`config.mk`:
```
export PLATFORM = sky130hd
export DESIGN_NAME = multi_channel_scoreboard_flat
export DESIGN_NICKNAME = d
export VERILOG_FILES = /design/src/rtl/multi_channel_scoreboard_if.sv /design/src/rtl/multi_channel_scoreboard.sv /design/src/flat_wrapper.sv
export SDC_FILE = /design/constraint.sdc
export NUM_CORES = 1
export LEC_CHECK = 0
export ABC_AREA = 1
export CORE_ASPECT_RATIO = 0.8
export CORE_MARGIN = 2
export CORE_UTILIZATION = 52
export DETAILED_ROUTE_END_ITERATION = 8
export PLACE_DENSITY = 0.87
export RECOVER_POWER = 25
export REMOVE_ABC_BUFFERS = 1
export SYNTH_ARGS = -nofsm -noshare
export SYNTH_HDL_FRONTEND = slang
export SYNTH_SLANG_ARGS = --single-unit
```
`constraint.sdc`:
```
create_clock -name clk -period 6.6 [get_ports clk]
set_clock_uncertainty 0.15 [all_clocks]
set_input_delay 1.32 -clock clk [delete_from_list [all_inputs] [get_ports clk]]
set_output_delay 1.32 -clock clk [all_outputs]
set_load 0.02 [all_outputs]
```
`src/rtl/multi_channel_scoreboard_if.sv`:
```
// Bundle of FIFO-monitor strobes/data and scoreboard status for multi_channel_scoreboard.
interface multi_channel_scoreboard_if #(
  parameter int NUM_CH = 4,
  parameter int WIDTH  = 8
);
  localparam int CHW = ($clog2(NUM_CH) > 1) ? $clog2(NUM_CH) : 1;

  logic [NUM_CH-1:0]       push;
  logic [NUM_CH-1:0]       pop;
  logic                    start;
  logic [CHW-1:0]          sel;
  logic [NUM_CH*WIDTH-1:0] flat_data_in;
  logic [NUM_CH*WIDTH-1:0] flat_data_out;
  logic                    armed;
  logic                    data_out_vld;
  logic                    prop_signal;
  logic                    done;
  logic [1:0]              err;
  logic [CHW-1:0]          err_ch;

  modport master (
    output push, pop, start, sel, flat_data_in, flat_data_out,
    input  armed, data_out_vld, prop_signal, done, err, err_ch
  );

  modport slave (
    input  push, pop, start, sel, flat_data_in, flat_data_out,
    output armed, data_out_vld, prop_signal, done, err, err_ch
  );
endinterface

```
`src/rtl/multi_channel_scoreboard.sv`:
```
// Tracks occupancy of NUM_CH FIFOs, captures one "magic" packet on request and
// checks that it leaves its FIFO unchanged; flags data mismatches and protocol abuse.
module multi_channel_scoreboard #(
  parameter int NUM_CH = 4,
  parameter int WIDTH  = 8,
  parameter int DEPTH  = 8,
  parameter int REARM  = 0
) (
  input  logic                      clk,
  input  logic                      rst,
  multi_channel_scoreboard_if.slave bus
);
  localparam int CNTWID = $clog2(DEPTH) + 1;
  localparam int CHW    = ($clog2(NUM_CH) > 1) ? $clog2(NUM_CH) : 1;

  typedef enum logic [1:0] {IDLE = 2'd0, TRACK = 2'd1, DONE = 2'd2} state_t;

  state_t            state_q, state_d;
  logic [CNTWID-1:0] occ_q [NUM_CH];
  logic [CNTWID-1:0] occ_d [NUM_CH];
  logic [CNTWID-1:0] pos_q, pos_d;
  logic [WIDTH-1:0]  magic_q, magic_d;
  logic [CHW-1:0]    ch_q, ch_d;
  logic [1:0]        err_q, err_d;
  logic [CHW-1:0]    err_ch_q, err_ch_d;

  logic [NUM_CH-1:0] push_acc, pop_acc, proto_err;
  logic              sel_ok, sel_push_acc, sel_pop_acc;
  logic [CNTWID-1:0] sel_occ;
  logic [WIDTH-1:0]  sel_data, ch_data;
  logic              ch_pop_acc, vld, mismatch, found;

  always_comb begin
    sel_ok       = 1'b0;
    sel_push_acc = 1'b0;
    sel_pop_acc  = 1'b0;
    sel_occ      = '0;
    sel_data     = '0;
    ch_pop_acc   = 1'b0;
    ch_data      = '0;
    for (int unsigned c = 0; c < NUM_CH; c++) begin
      push_acc[c]  = bus.push[c] && (occ_q[c] < CNTWID'(DEPTH));
      pop_acc[c]   = bus.pop[c] && (occ_q[c] != '0);
      // A push into a full FIFO is only legal when a pop drains it the same cycle
      proto_err[c] = (bus.push[c] && !push_acc[c] && !pop_acc[c]) ||
                     (bus.pop[c] && !pop_acc[c]);
      occ_d[c] = occ_q[c];
      if (push_acc[c] && !pop_acc[c]) begin
        occ_d[c] = occ_q[c] + CNTWID'(1);
      end else if (!push_acc[c] && pop_acc[c]) begin
        occ_d[c] = occ_q[c] - CNTWID'(1);
      end
      // Channel muxes built by comparison so an out-of-range sel selects nothing
      if (bus.sel == CHW'(c)) begin
        sel_ok       = 1'b1;
        sel_push_acc = push_acc[c];
        sel_pop_acc  = pop_acc[c];
        sel_occ      = occ_q[c];
        sel_data     = bus.flat_data_in[c*WIDTH +: WIDTH];
      end
      if (ch_q == CHW'(c)) begin
        ch_pop_acc = pop_acc[c];
        ch_data    = bus.flat_data_out[c*WIDTH +: WIDTH];
      end
    end
  end

  always_comb begin
    state_d  = state_q;
    pos_d    = pos_q;
    magic_d  = magic_q;
    ch_d     = ch_q;
    vld      = 1'b0;
    mismatch = 1'b0;
    case (state_q)
      IDLE: begin
        if (bus.start && sel_ok && sel_push_acc) begin
          ch_d    = bus.sel;
          magic_d = sel_data;
          pos_d   = sel_occ + CNTWID'(1) - CNTWID'(sel_pop_acc);
          state_d = TRACK;
        end
      end
      TRACK: begin
        if (ch_pop_acc) begin
          pos_d = pos_q - CNTWID'(1);
          if (pos_q == CNTWID'(1)) begin
            vld      = 1'b1;
            mismatch = (ch_data != magic_q);
            state_d  = (REARM == 1) ? IDLE : DONE;
          end
        end
      end
      DONE:    state_d = DONE;
      default: state_d = IDLE;
    endcase
  end

  always_comb begin
    err_d    = err_q | {(|proto_err), mismatch};
    err_ch_d = err_ch_q;
    found    = 1'b0;
    if ((err_q == '0) && (err_d != '0)) begin
      if (mismatch) begin
        err_ch_d = ch_q;
      end else begin
        for (int unsigned c = 0; c < NUM_CH; c++) begin
          if (proto_err[c] && !found) begin
            found    = 1'b1;
            err_ch_d = CHW'(c);
          end
        end
      end
    end
  end

  always_ff @(posedge clk) begin
    if (rst) begin
      state_q  <= IDLE;
      pos_q    <= '0;
      magic_q  <= '0;
      ch_q     <= '0;
      err_q    <= '0;
      err_ch_q <= '0;
      for (int unsigned c = 0; c < NUM_CH; c++) begin
        occ_q[c] <= '0;
      end
    end else begin
      state_q  <= state_d;
      pos_q    <= pos_d;
      magic_q  <= magic_d;
      ch_q     <= ch_d;
      err_q    <= err_d;
      err_ch_q <= err_ch_d;
      for (int unsigned c = 0; c < NUM_CH; c++) begin
        occ_q[c] <= occ_d[c];
      end
    end
  end

  assign bus.armed        = (state_q == TRACK);
  assign bus.done         = (state_q == DONE);
  assign bus.data_out_vld = vld;
  assign bus.prop_signal  = ~vld | (magic_q == ch_data);
  assign bus.err          = err_q;
  assign bus.err_ch       = err_ch_q;
endmodule

```
`src/flat_wrapper.sv`:
```
// flat-port wrapper written by rule: the top's interface ports become plain ports
module multi_channel_scoreboard_flat 
#(
  parameter int NUM_CH = 4,
  parameter int WIDTH  = 8,
  parameter int DEPTH  = 8,
  parameter int REARM  = 0
)
  (clk, rst, bus_push, bus_pop, bus_start, bus_sel, bus_flat_data_in, bus_flat_data_out, bus_armed, bus_data_out_vld, bus_prop_signal, bus_done, bus_err, bus_err_ch);
  multi_channel_scoreboard_if #(.NUM_CH(NUM_CH), .WIDTH(WIDTH)) bus_i ();
  input  logic clk;
  input  logic rst;
  input wire logic [$bits(bus_i.push)-1:0] bus_push;
  input wire logic [$bits(bus_i.pop)-1:0] bus_pop;
  input wire logic [$bits(bus_i.start)-1:0] bus_start;
  input wire logic [$bits(bus_i.sel)-1:0] bus_sel;
  input wire logic [$bits(bus_i.flat_data_in)-1:0] bus_flat_data_in;
  input wire logic [$bits(bus_i.flat_data_out)-1:0] bus_flat_data_out;
  output wire logic [$bits(bus_i.armed)-1:0] bus_armed;
  output wire logic [$bits(bus_i.data_out_vld)-1:0] bus_data_out_vld;
  output wire logic [$bits(bus_i.prop_signal)-1:0] bus_prop_signal;
  output wire logic [$bits(bus_i.done)-1:0] bus_done;
  output wire logic [$bits(bus_i.err)-1:0] bus_err;
  output wire logic [$bits(bus_i.err_ch)-1:0] bus_err_ch;
  assign bus_i.push = bus_push;
  assign bus_i.pop = bus_pop;
  assign bus_i.start = bus_start;
  assign bus_i.sel = bus_sel;
  assign bus_i.flat_data_in = bus_flat_data_in;
  assign bus_i.flat_data_out = bus_flat_data_out;
  assign bus_armed = bus_i.armed;
  assign bus_data_out_vld = bus_i.data_out_vld;
  assign bus_prop_signal = bus_i.prop_signal;
  assign bus_done = bus_i.done;
  assign bus_err = bus_i.err;
  assign bus_err_ch = bus_i.err_ch;
  multi_channel_scoreboard #(.NUM_CH(NUM_CH), .WIDTH(WIDTH), .DEPTH(DEPTH), .REARM(REARM)) u_core (.clk(clk), .rst(rst), .bus(bus_i));
endmodule
```
==> results.md, run 1 <==
- Total wire length: 8.30 mm
- Fraction of synthesized cell area taken by the top area cell type: ~25%
- Die span in y: 71.0 um
- Layout-stage area growth over the synthesis result: 33.0%
- Detailed placer's ending HPWL: 6.52 mm
- Wire length per cell after detailed routing: 13.4 um
- Leading post-synthesis cells by cell area: sky130_fd_sc_hd__dfxtp_1, sky130_fd_sc_hd__nand2_1, sky130_fd_sc_hd__ha_1, sky130_fd_sc_hd__inv_1, sky130_fd_sc_hd__o21ai_0
- Setup repair after global routing missed its margin: false
- CTS tree: done
- Die Outline Area: 6230 um^2
- Cell chain of the critical path: dlygate4sd3_1 > nand2_1 > nand2_1 > nand2_1 > o21ai_1 > nand2_1 > nor2_1 > clkdlybuf4s50_1
- Area leader, netlist: sky130_fd_sc_hd__dfxtp_1
- Switching component of the power: roughly 0.57 mW
- Number of H-tree levels: 2
- Vias in the first global route: 3068
- Minimum clock period: ~4.8 ns
- Path category of the worst min-delay check: flop to flop
- Final Max Slew Viols: 0
- Clock-pin slew on the worst setup and hold paths: around 0.070 ns
- Highest clock rate: about 0.21 GHz
- Number of warnings issued by yosys: 0
- Remaining global-route overflow: 0
- Layout cells sized above 1: 3.87%
- Clock latency on the worst-skew pair: 0.29 ns
- Part of the power in registers: 29.7%
- Mean Syn Cell Area: 6.32 um^2
- Number of routed nets with antenna violations: 0
- Wire length of the first global-routing pass: 13.3 mm
- Number of synthesized register bits: 36
- Total global routing track utilization: 26.4%
- Area used by multi-input combinational logic: 1900 um^2
- Count of pins on the block boundary: 85
- Leakage power of the design: 1.80 nW
- Layout Cells excl Fill: around 620
- Count of cell types in the netlist: 36
- CP startpoint kind: primary input
- Number of standard cells after synthesis: about 460
- CP max FO: 4
- Count of antenna diodes in the layout: 0
- Clock Sink Count: 36
- Post-route setup TNS: 0 ns
- Post-cts sizing count: 0
- Final setup viols: 0
- Req. time, crit path: 5.13 ns
- Via/cell ratio: 5.27
- Syn Std Cell Area: 2920 um^2
- Number of antenna violations at the first check in global routing: 0
- Comb power frac: a little under three fifths
- Pin count of the biggest net entering global routing: 26
- Number of inserted filler cells in the final layout: between 400 and 500
- Cell mode on critical path: sky130_fd_sc_hd__nand2_1
- Result of the run: completed
- Critical path's largest stage delay: 0.68 ns
- Crit path kind: primary input to primary output
- Cell-internal power: 0.674 mW
- Global placer's final weighted congestion: about 0.9
- Final count of hold timing violations: 0
- Bufs on Longest Clock Path: 2
- Number of port buffers: 84
- Number of setup buffers added after CTS: 0
- Number of nets in the finished design: approximately 640
- Final critical-path share of the clock period: 72.7%
- Width of the chip: 87.8 um
- Hold-fix buffers, CTS: 0
- Count of unresolved DRC violations after routing: 0
- Initial Util: between 50% and 60%
- Clock tree root buffer cell: sky130_fd_sc_hd__clkbuf_8
- Data arrival time at the worst-slack endpoint: 3.33 ns
- Ratio of total power to cell area: 319 nW/um^2
- Worst slew margin relative to its limit: 42.3%
- Crit path capture type: primary output
- Core Region: 5440 um^2
- Final Util: 71.4%
- Worst path slowest cell: sky130_fd_sc_hd__clkdlybuf4s50_1
- Via total after detailed routing: 3270
- Peak supply drop: 0.216 mV
- Number of DRC violations after detailed-routing iteration 0: between 200 and 250
- Register cell area after layout: 721 um^2
- Clock power share: about an eighth
- Cell Rows: 24
- Placed cell count: around 600
- Number of optimization iterations in the first detailed-route pass: 4
- # Max-Cap Violations: 0
- Switching part of the total: 45.6%
- Worst-margin pin slew: 0.863 ns
- Total CTS buffers: 5
- Sequential cell area fraction in the yosys report: approximately 25%
[cells in the mapped netlist]
cell                        number
sky130_fd_sc_hd__nand2_1       127
sky130_fd_sc_hd__inv_1          56
sky130_fd_sc_hd__nor2_1         48
sky130_fd_sc_hd__o21ai_0        37
sky130_fd_sc_hd__dfxtp_1        36
sky130_fd_sc_hd__a21oi_1        32
sky130_fd_sc_hd__ha_1           20
sky130_fd_sc_hd__nand3_1        20
sky130_fd_sc_hd__o21ai_1        10
sky130_fd_sc_hd__xor2_1          7
sky130_fd_sc_hd__buf_2           5
sky130_fd_sc_hd__inv_2           5
sky130_fd_sc_hd__nand4_1         5
sky130_fd_sc_hd__a211oi_1        4
sky130_fd_sc_hd__a221oi_1        4
sky130_fd_sc_hd__a22o_1          4
sky130_fd_sc_hd__fa_1            4
sky130_fd_sc_hd__nand3b_1        4
sky130_fd_sc_hd__nor2_2          4
sky130_fd_sc_hd__o22ai_1         4
sky130_fd_sc_hd__or2_1           4
sky130_fd_sc_hd__and3_1          3
sky130_fd_sc_hd__clkbuf_1        3
sky130_fd_sc_hd__buf_6           2
sky130_fd_sc_hd__nand2_2         2
sky130_fd_sc_hd__o21a_1          2
sky130_fd_sc_hd__a21oi_4         1
sky130_fd_sc_hd__a22oi_1         1
sky130_fd_sc_hd__a31oi_1         1
sky130_fd_sc_hd__buf_4           1
sky130_fd_sc_hd__nand2_4         1
sky130_fd_sc_hd__nor3_1          1
sky130_fd_sc_hd__o2111ai_1       1
sky130_fd_sc_hd__o221ai_1        1
sky130_fd_sc_hd__or2_0           1
sky130_fd_sc_hd__or2_2           1
[power groups by stage]
stage	Combinational, mW	Clock [mW]	Sequential, mW
4_1_cts	0.707	0.164	0.368
2_1_floorplan	0.511	0	0.357
3_5_place_dp	0.698	0	0.372
3_3_place_gp	0.666	0	0.368
6_report	0.707	0.164	0.368
5_1_grt	0.811	0.176	0.378
[worst max-delay path, delay by kind of cell]
kind            cells  cell delay [ns]
compound gates      1             0.20
simple gates        5             0.58
buf+inv             2             1.23
[state kept, by name, indices dropped and copies added (netlist names)]
signal / cells
u_core.occ_q: 16
u_core.bus.err_ch: 2
u_core.magic_q: 8
u_core.bus.err: 2
u_core.ch_q: 2
u_core.state_q: 2
u_core.pos_q: 4
[layout make-up]
class | instances | share of cell area (%)
multi-input combinational | 354 | 49.0
timing repair buffer | 84 | 21.7
sequential | 36 | 18.6
inverter | 61 | 5.90
tap | 78 | 2.51
clock buffer | 6 | 2.13
clock inverter | 2 | 0.258
[cells by family (layout without fill, tap and decap cells)]
group                      Yosys count  after routing  synth area share [%]
and+or+nand+nor                    221            221                  31.8
buffers and inverters               72            153                  10.1
DFF                                 36             36                  24.7
adders and majority gates           24             24                  11.3
AOI/OAI and AO/OA                  102            102                  20.0
xor gates and xnor gates             7              7                  2.10
[layer usage]
layer  part of all wire [%]  vias up  global-route usage, %
met5                      0        -                      0
met4                   0.46        0                   5.13
met3                    8.8        6                   5.48
met2                     47      117                   46.6
met1                     43     1480                   33.3
li1                       -     1667                      -
[worst paths after layout]
path	start	endpoint	slack [ns]	depth (start not counted)
min	u_core.bus.err_ch[1]	u_core.bus.err_ch[1]	0.33	2
max	bus_pop[1]	bus_data_out_vld	1.80	8
min reg2reg	u_core.bus.err_ch[1]	u_core.bus.err_ch[1]	0.33	2
max reg2reg	u_core.occ_q[0][0]	u_core.occ_q[0][3]	4.07	13
[per-stage QoR]
stage	worst slack, ns	hold WS [ns]	instance area (um^2)	total power [mW]
2_1_floorplan	2.96	0.297	2850	0.868
3_5_place_dp	1.97	0.330	3790	1.07
6_report	1.80	0.333	3880	1.24
5_1_grt	1.62	0.358	3880	1.36
4_1_cts	1.96	0.341	3880	1.24
3_3_place_gp	1.98	0.321	3790	1.03
[placed cells by master (no fill, tap or decap), drive strengths merged, types with 4 or more instances in the layout]
| master | count |
|---|---|
| clkdlybuf4s50 | 77 |
| nand4 | 5 |
| a21oi | 33 |
| fa | 4 |
| a211oi | 4 |
| a22o | 4 |
| nand3b | 4 |
| a221oi | 4 |
| nand2 | 130 |
| clkbuf | 6 |
| inv | 61 |
| o22ai | 4 |
| nand3 | 20 |
| or2 | 6 |
| nor2 | 52 |
| xor2 | 7 |
| dlygate4sd3 | 7 |
| ha | 20 |
| dfxtp | 36 |
| o21ai | 47 |
(Power assumes the default switching activity.)
==> inputs of run 2 (changes only) <==
Settings changed: CORE_UTILIZATION 52 to 48, PLACE_DENSITY 0.87 to 0.81.
Clock period 6.6 ns to 4.78 ns, I/O delays scaled along.
==> results.md, run 2 (synthesized netlist as in run 1, its figures left out) <==
- Result of the run: completed
- Switching part of the total: 45.4%
- Detailed placer's ending HPWL: roughly 6.8 mm
- Cell area after placement: 3820 um^2
- Ratio of total power to cell area: roughly 440 nW/um^2
- Total global routing track utilization: 26.7%
- Number of antenna violations at the first check in global routing: 0
- Most frequent cells in the layout: sky130_fd_sc_hd__nand2_1, sky130_fd_sc_hd__clkdlybuf4s50_1, sky130_fd_sc_hd__inv_1
- Sum of met2 wire segment lengths after detailed routing: 4.05 mm
- Most common library cell in the layout ignoring fill and taps: sky130_fd_sc_hd__nand2_1
- Clock-pin slew on the worst setup and hold paths: 0.07 ns
- Peak supply drop: between 0.2 and 0.3 mV
- Cell mode on critical path: sky130_fd_sc_hd__nand2_1
- Count of pins on the block boundary: 85
- Hold-fix buffers, CTS: 0
- Die Outline Area: 6720 um^2
- Part of the power in registers: 29.9%
- Final Util: 66.4%
- Clock power share: between 10% and 20%
- Total wire length: 8.58 mm
- Leakage power of the design: around 1.8 nW
- Width of the chip: ~90 um
- Largest registers ranked by flip-flop count: u_core.occ_q (16), u_core.magic_q (8), u_core.pos_q (4)
- Layout-stage area growth over the synthesis result: 33.8%
- Total CTS buffers: 5
- Final Max Slew Viols: 0
- Via/cell ratio: between 5 and 6
- Path category of the worst min-delay check: flop to flop
- Cell Rows: 25
- Largest reg by FF count: u_core.occ_q
- Wire length of the first global-routing pass: 14.4 mm
- Worst path slowest cell: sky130_fd_sc_hd__clkdlybuf4s50_1
- Post-cts sizing count: 0
- Initial Util: 49.6%
- # Max-Cap Violations: 0
- Number of optimization iterations in the first detailed-route pass: 4
- Crit path capture type: primary output
- Number of H-tree levels: 2
- Data arrival time at the worst-slack endpoint: 3.06 ns
- Global placer's final weighted congestion: roughly 0.9
- Number of setup buffers added after CTS: 0
- Length of routed met3 wiring: 594 um
- Highest clock rate: around 0.24 GHz
- Switching component of the power: 0.776 mW
- Minimum clock period: 4.16 ns
- CTS tree: done
- Cell chain of the critical path: dlygate4sd3_1 > nand2_1 > nand2_1 > nand2_1 > o21ai_0 > nand2_1 > nor2_1 > clkdlybuf4s50_1
- Metal-1 WL: 3.83 mm
- Reg2Reg Setup Slack: 2.28 ns
- Clock tree root buffer cell: sky130_fd_sc_hd__clkbuf_8
- Number of nets in the finished design: 646
- CP startpoint kind: primary input
- Core Region: slightly below 6000 um^2
- Cell-internal power: 0.933 mW
- Count of unresolved DRC violations after routing: 0
- Number of port buffers: 84
- Worst slew margin relative to its limit: 43.7%
- Crit path kind: primary input to primary output
- CP max FO: 4
- Minimum hold slack: 0.320 ns
- Via total after detailed routing: 3267
- Flip-flop count of the largest register after layout: 16
- Layout cells sized above 1: 4.03%
- Comb power frac: a little under three fifths
- Number of routed nets with antenna violations: 0
- Final cell area excluding filler cells: around 3900 um^2
- Final count of hold timing violations: 0
- Final critical-path share of the clock period: 87.1%
- Delay-heaviest family, CP: buffers and inverters
- Bufs on Longest Clock Path: 2
- Count of antenna diodes in the layout: 0
- Clock latency on the worst-skew pair: between 0.2 and 0.3 ns
- Clock Sink Count: 36
- Final setup viols: 0
- Req. time, crit path: around 3.7 ns
- Pin count of the biggest net entering global routing: 26
- Die span in y: 73.8 um
- Remaining global-route overflow: 0
- Number of DRC violations after detailed-routing iteration 0: 139
- Worst-margin pin slew: 0.841 ns
- Setup repair after global routing missed its margin: false
- Buf/Inv on CP: 2
- Vias in the first global route: 3194
- Wire length per cell after detailed routing: 13.7 um
- Total power consumption of the routed design: approximately 1.7 mW
- Critical path's largest stage delay: about 0.7 ns
- Highest metal used: met4
- Post-route setup TNS: 0 ns
-- run 2: metal layers --
layer	GRT usage [%]	vias up
li1	-	1671
met1	33.1	1474
met2	47.8	109
met3	5.23	13
met4	7.58	0
met5	0	-
-- run 2: final cells by class --
cell class / instances / area [um^2]
timing repair buffer: 87 / 863
fill: 550 / 1980
tap: 81 / 101
clock buffer: 8 / 90.1
sequential: 36 / 721
inverter: 61 / 229
multi-input combinational: 354 / 1900
-- run 2: power by group through the flow --
stage | Combinational, mW | Sequential (mW) | Clock, mW
after global routing | 1.13 | 0.523 | 0.243
after CTS | 0.972 | 0.508 | 0.232
after global placement | 0.920 | 0.508 | 0
after floorplan | 0.706 | 0.493 | 0
after detailed placement | 0.965 | 0.514 | 0
final | 0.968 | 0.511 | 0.230
-- run 2: worst reg2reg max path, cell delays in order (launching register included) --
cell                       delay (ns)
sky130_fd_sc_hd__dfxtp_1         0.47
sky130_fd_sc_hd__nor2_1          0.08
sky130_fd_sc_hd__nand3_1         0.07
sky130_fd_sc_hd__nand2_1         0.09
sky130_fd_sc_hd__ha_1            0.23
sky130_fd_sc_hd__inv_1           0.13
sky130_fd_sc_hd__ha_1            0.28
sky130_fd_sc_hd__and3_1          0.19
sky130_fd_sc_hd__a211oi_1        0.28
sky130_fd_sc_hd__nor2_1          0.08
sky130_fd_sc_hd__nor2_1          0.09
sky130_fd_sc_hd__nand2_1         0.07
sky130_fd_sc_hd__o21ai_0         0.14
sky130_fd_sc_hd__a21oi_1         0.05
-- run 2: path summary, 6_finish.rpt --
path	startpoint	endpoint	depth (start not counted)
worst max-delay path	bus_pop[1]	bus_data_out_vld	8
worst min-delay path	u_core.bus.err[0]	u_core.bus.err[0]	2
worst max register to register	u_core.occ_q[2][0]	u_core.occ_q[2][3]	13
worst min register to register	u_core.bus.err[0]	u_core.bus.err[0]	2
-- run 2: metrics by stage --
| stage | instances | setup WS (ns) |
|---|---|---|
| after global placement | 619 | 0.880 |
| after global routing | 627 | 0.486 |
| after CTS | 627 | 0.838 |
| final | 627 | 0.617 |
| after floorplan | 451 | 1.83 |
| after detailed placement | 619 | 0.853 |
